### src/rtl/si5338_i2c_master.sv
// Byte-level I2C register engine for the Si5338: one register write or read per command.
// Each bus symbol is four SCL quarters; SCL/SDA levels are registered and change only on quarter boundaries.
module si5338_i2c_master #(
  parameter int         QTR_DIV  = 125,
  parameter logic [6:0] DEV_ADDR = 7'h70
) (
  input  logic       sys_clk,
  input  logic       sys_rst,
  input  logic       cmd_valid,
  output logic       cmd_ready,
  input  logic       cmd_rw,
  input  logic [7:0] cmd_reg,
  input  logic [7:0] cmd_wdata,
  output logic       rsp_valid,
  output logic       rsp_nack,
  output logic [7:0] rsp_rdata,
  output logic       scl,
  output logic       sda_oe,
  input  logic       sda_i
);

  typedef enum logic [3:0] {
    S_IDLE, S_START, S_ADDR, S_REG, S_DATA, S_RSTART, S_ADDR_R, S_RDATA, S_STOP, S_DONE
  } state_t;

  state_t      state_q, state_d;
  logic [15:0] cnt_q;
  logic [1:0]  qtr_q;
  logic [3:0]  bit_q, bit_d;
  logic [7:0]  tx_q, tx_d;
  logic [7:0]  rx_q;
  logic        smp_q;
  logic        nack_hit_d;
  logic        rw_q;
  logic [7:0]  reg_q, wdata_q;
  logic        sda_s1_q, sda_s2_q;
  logic        scl_q, sda_oe_q, cmd_ready_q, rsp_valid_q, rsp_nack_q;
  logic [7:0]  rsp_rdata_q;

  // Bus levels {scl, sda_oe} for a given symbol and quarter; sda=1 means released.
  function automatic logic [1:0] bus_lvl(input state_t st, input logic [1:0] qtr, input logic sda);
    logic [1:0] lvl;
    case (st)
      S_START, S_RSTART: lvl = {(qtr == 2'd1) || (qtr == 2'd2), qtr[1]};
      S_STOP:            lvl = {qtr != 2'd0, ~qtr[1]};
      S_IDLE, S_DONE:    lvl = 2'b10;
      default:           lvl = {qtr[1], ~sda};
    endcase
    return lvl;
  endfunction

  // What follows the current symbol once its last quarter expires.
  // The transmit byte shifts in ones so the ACK slot and read bits leave SDA released.
  always_comb begin
    state_d    = state_q;
    tx_d       = {tx_q[6:0], 1'b1};
    bit_d      = bit_q + 4'd1;
    nack_hit_d = 1'b0;
    case (state_q)
      S_START: begin
        state_d = S_ADDR;
        tx_d    = {DEV_ADDR, 1'b0};
        bit_d   = 4'd0;
      end
      S_RSTART: begin
        state_d = S_ADDR_R;
        tx_d    = {DEV_ADDR, 1'b1};
        bit_d   = 4'd0;
      end
      S_ADDR, S_REG, S_DATA, S_ADDR_R: begin
        if (bit_q == 4'd8) begin
          bit_d = 4'd0;
          if (smp_q) begin
            state_d    = S_STOP;
            nack_hit_d = 1'b1;
          end else begin
            case (state_q)
              S_ADDR: begin
                state_d = S_REG;
                tx_d    = reg_q;
              end
              S_REG: begin
                state_d = rw_q ? S_RSTART : S_DATA;
                tx_d    = wdata_q;
              end
              S_ADDR_R: begin
                state_d = S_RDATA;
                tx_d    = 8'hFF;
              end
              default: state_d = S_STOP;
            endcase
          end
        end
      end
      S_RDATA: begin
        if (bit_q == 4'd8) begin
          state_d = S_STOP;
          bit_d   = 4'd0;
        end
      end
      S_STOP:  state_d = S_DONE;
      default: state_d = state_q;
    endcase
  end

  always_ff @(posedge sys_clk) begin
    if (sys_rst) begin
      state_q     <= S_IDLE;
      cnt_q       <= 16'd0;
      qtr_q       <= 2'd0;
      bit_q       <= 4'd0;
      tx_q        <= 8'd0;
      rx_q        <= 8'd0;
      smp_q       <= 1'b1;
      rw_q        <= 1'b0;
      reg_q       <= 8'd0;
      wdata_q     <= 8'd0;
      sda_s1_q    <= 1'b1;
      sda_s2_q    <= 1'b1;
      scl_q       <= 1'b1;
      sda_oe_q    <= 1'b0;
      cmd_ready_q <= 1'b0;
      rsp_valid_q <= 1'b0;
      rsp_nack_q  <= 1'b0;
      rsp_rdata_q <= 8'd0;
    end else begin
      sda_s1_q <= sda_i;
      sda_s2_q <= sda_s1_q;
      case (state_q)
        S_IDLE: begin
          rsp_valid_q <= 1'b0;
          if (cmd_valid && cmd_ready_q) begin
            rw_q        <= cmd_rw;
            reg_q       <= cmd_reg;
            wdata_q     <= cmd_wdata;
            cmd_ready_q <= 1'b0;
            state_q     <= S_START;
            cnt_q       <= 16'd0;
            qtr_q       <= 2'd0;
            bit_q       <= 4'd0;
            scl_q       <= 1'b0;
            sda_oe_q    <= 1'b0;
            rsp_nack_q  <= 1'b0;
            rsp_rdata_q <= 8'd0;
          end else begin
            cmd_ready_q <= 1'b1;
          end
        end
        S_DONE: begin
          rsp_valid_q <= 1'b0;
          cmd_ready_q <= 1'b1;
          state_q     <= S_IDLE;
        end
        default: begin
          if (cnt_q != 16'(QTR_DIV - 1)) begin
            cnt_q <= cnt_q + 16'd1;
          end else begin
            cnt_q <= 16'd0;
            if (qtr_q != 2'd3) begin
              qtr_q                <= qtr_q + 2'd1;
              {scl_q, sda_oe_q}    <= bus_lvl(state_q, qtr_q + 2'd1, tx_q[7]);
              // Last cycle of q2: SCL has been high for a full quarter.
              if (qtr_q == 2'd2) begin
                smp_q <= sda_s2_q;
                if (state_q == S_RDATA && bit_q != 4'd8)
                  rx_q <= {rx_q[6:0], sda_s2_q};
              end
            end else begin
              qtr_q             <= 2'd0;
              state_q           <= state_d;
              tx_q              <= tx_d;
              bit_q             <= bit_d;
              {scl_q, sda_oe_q} <= bus_lvl(state_d, 2'd0, tx_d[7]);
              if (nack_hit_d)
                rsp_nack_q <= 1'b1;
              if (state_q == S_STOP) begin
                rsp_valid_q <= 1'b1;
                if (rw_q && !rsp_nack_q)
                  rsp_rdata_q <= rx_q;
              end
            end
          end
        end
      endcase
    end
  end

  assign cmd_ready = cmd_ready_q;
  assign rsp_valid = rsp_valid_q;
  assign rsp_nack  = rsp_nack_q;
  assign rsp_rdata = rsp_rdata_q;
  assign scl       = scl_q;
  assign sda_oe    = sda_oe_q;

endmodule

### config.mk
export PLATFORM = sky130hd
export DESIGN_NAME = si5338_i2c_master
export DESIGN_NICKNAME = d
export VERILOG_FILES = /design/src/rtl/si5338_i2c_master.sv
export SDC_FILE = /design/constraint.sdc
export NUM_CORES = 1
export LEC_CHECK = 0
export CAP_MARGIN = 10
export CORE_ASPECT_RATIO = 0.6
export CORE_UTILIZATION = 57
export DETAILED_ROUTE_END_ITERATION = 16
export PLACE_DENSITY = 0.81
export REMOVE_ABC_BUFFERS = 1
export SETUP_SLACK_MARGIN = 0.3
export SLEW_MARGIN = 20
export SYNTH_ARGS = -nofsm -noshare
export SYNTH_HDL_FRONTEND = slang
export SYNTH_SLANG_ARGS = --single-unit
### constraint.sdc
create_clock -name sys_clk -period 2.4 [get_ports sys_clk]
set_clock_uncertainty 0.1 [all_clocks]
set_input_delay 0.48 -clock sys_clk [delete_from_list [all_inputs] [get_ports sys_clk]]
set_output_delay 0.48 -clock sys_clk [all_outputs]
set_load 0.02 [all_outputs]
==> impl_results.md <==
* Port bufs at 33
* Gr usage total at a little under 30%
* Worst-Margin Slew at between 0.4 and 0.5 ns
* Setup CP Type: reg -> reg
* Total wire length at about 9600 microns
* Worst VDD drop at 0.306 mV
* Reg2Reg Capture Point: rsp_rdata[6]
* R2r setup slk at roughly 0.24 ns
* Clock sinks at between 70 and 80
* Post-layout util at approximately 74%
* Site Rows at 22
* Avg Cell Area, Syn at 8.32 sq um
* Number of enable flip-flop cells after synthesis at 0
* Required @ worst endpoint at roughly 2.6 ns
* Post-DRT Antenna Nets at 0
* Post-DR vias/cell at approximately 6
* Area delta synth->final at 24.3%
* Grt ovf at 0
* Max Fclk at 0.464 GHz
* Final count of hold timing violations at 0
* Pwr Density at 562 nW/um^2
* Die span in y at around 64 microns
* Worst hold-check path type: reg -> reg
* Hold endpoint: sda_s2_q
* Tot Pwr at roughly 2600 uW
* CTS tree: built
* GP Congestion at around 0.97
* Post-synthesis register bit count at 75
* Run status: complete, no violations
* Final period util at 89.8%
* Pin count of the biggest net entering global routing at 27
* Fin crit period at approximately 2.2 ns
* Worst r2r path cells at 7
* Netlist cell types at 62
* Sequential-to-total area share from yosys stat at between 40% and 50%
* Htree depth at 3
* # nets final at 526
* Cell taking the most area after synthesis: dfxtp_1
* Ports at 34
* DR WL/cell at around 16 microns
* Slew headroom at a little under 70%
* Number of iterations in the first detailed-routing pass at 6
* CP arrival at around 2.3 ns
* Vias in the first global route at roughly 3.1k
* Hold path startpoint: sda_s1_q
* Reg2reg start: cnt_q[7]
* CTS Root Cell: clkbuf_8
* Fin. max-slew vios at 0
* Synth warn at 0
* Max Root-Sink Buffers at 2
* # DRC at 0
* Number of fill cells at about 460
* Peak fanout along the critical path at 8
* Count leader, synth: dfxtp_1
* P_leak at about 0.0016 uW
* Async set-reset flop share out of synthesis at 0%
* Hold buffer count at CTS at 0
* RSZ-0062 raised after global routing: true
* CP Capture Type: flop
* Initial drt markers at 317
* Initial core utilization at 59.8%
* Most frequent cells after synthesis: dfxtp_1 (75), nand2_1 (56), nor2_1 (46)
* Synthesized instance count at ~440
* Core ar. at a little over 6000 sq um
* Die W at between 100 and 150 microns
* Post-detail-place hpwl at approximately 6600 microns
* DR vias at about 3.6k
* Hold path depth at 1
* Final setup vio count at 0
* Clk slew on worst S/H paths at ~0.080 ns
* Initial antenna violation count at 0
* Layout cells sized above 1 at between 20% and 30%
* Area contributors post-synth: dfxtp_1 (41%), nand2_1 (5.7%), nor2_1 (4.7%)
* Most common flop cell mapped by yosys: dfxtp_1
* Syn Std Cell Area at about 3700 sq um
* Inserted Clock Buffers at 9
* Worst skew pair latency at around 0.36 ns
* First-pass GRT wire length at 15,400 microns
* Setup crit start kind: flop
* Max Cap Viol at 0
* Top-area cell type share of the netlist area at just over 40%
* Ant diodes at 0
* Die ar. at between 6000 and 7000 sq um
==> cells by family after synthesis <==
logic type | count (synthesis) | share of synthesized area (%)
simple gates | 180 | 25.3
compound gates | 120 | 21.6
flops | 75 | 40.7
buf+inv | 40 | 4.62
xor+xnor | 11 | 2.61
mux | 11 | 3.06
fa+ha+maj | 6 | 2.04
==> what timing repair did <==
| item | 4_1_cts | 5_1_grt |
|---|---|---|
| buffers inserted | 3 | 3 |
| gates resized for setup | 8 | 20 |
| endpoints found under the setup margin | 14 | 44 |
| pin swaps | 3 | 6 |
==> placed cells by master (no fill, tap or decap), types with 8 or more instances in the layout <==
| cell | n |
|---|---|
| dfxtp_1 | 68 |
| buf_4 | 37 |
| clkdlybuf4s50_1 | 32 |
| o21ai_0 | 24 |
| clkbuf_8 | 10 |
| nand2_1 | 56 |
| a21oi_1 | 32 |
| nand3_1 | 11 |
| inv_1 | 14 |
| mux2i_1 | 9 |
| a31oi_1 | 8 |
| nor3_1 | 9 |
| nor2_1 | 46 |
==> where the power goes <==
part           total, uW  leakage, uW  internal (uW)  switching, uW
clock               1020    0.0000995            517            502
combinational        271     0.000940            115            156
sequential          1290     0.000610           1270           17.1
==> critical path, stage by stage (launching register included) <==
cell and delay [ns]:
dfxtp_2 0.36, nor4_4 0.43, nand4_4 0.17, buf_4 0.18, o21ai_0 0.22, a41oi_1 0.14
buf_4 0.20, a22o_2 0.26
==> metal layers <==
metal / global-route usage [%] / routed length, microns / vias up
li1: - / - / 1710
met2: 38.8 / 3910 / 171
met4: 10.1 / 179 / 0
met3: 8.16 / 963 / 22
met5: 0 / 0 / -
met1: 43.2 / 4550 / 1670
==> cell type report <==
cell class | count | area [sq um] | share of cell area [%]
inverter | 14 | 52.6 | 1.15
sequential | 75 | 1510 | 33.0
clock inverter | 6 | 71.3 | 1.56
timing repair buffer | 71 | 614 | 13.4
clock buffer | 10 | 138 | 3.00
tap | 84 | 105 | 2.29
multi-input combinational | 328 | 2090 | 45.6
==> worst max path at each step <==
stage                     from           end  slack [ns]  cells after the start
finish                cnt_q[7]  rsp_rdata[6]        0.24                      7
floorplan           state_q[0]      bit_q[2]       -0.32                      5
detailed placement   cmd_valid     cnt_q[15]        0.08                      7
CTS                   cnt_q[7]       tx_q[2]        0.30                      7
global placement     cmd_valid      cnt_q[9]        0.12                      7
global route          cnt_q[7]  rsp_rdata[6]        0.20                      7
==> sequential cells by signal (all words and copies together) (netlist names), 2 cells and up <==
name	cells
reg_q	8
rx_q	8
bit_q	4
rsp_rdata	8
cnt_q	16
tx_q	8
state_q	4
qtr_q	2
wdata_q	8
==> per-stage QoR <==
stage / area, sq um / std cells / setup slack (ns) / setup TNS (ns) / hold slack, ns
finish: 4580 / 588 / 0.245 / 0 / 0.339
global route: 4580 / 588 / 0.201 / 0 / 0.365
CTS: 4490 / 585 / 0.303 / 0 / 0.340
detailed placement: 4240 / 566 / 0.0757 / 0 / 0.317
global placement: 4240 / 566 / 0.123 / 0 / 0.301
floorplan: 3570 / 417 / -0.322 / -1.50 / 0.289
Note: power is estimated with default switching activity, not from simulation.
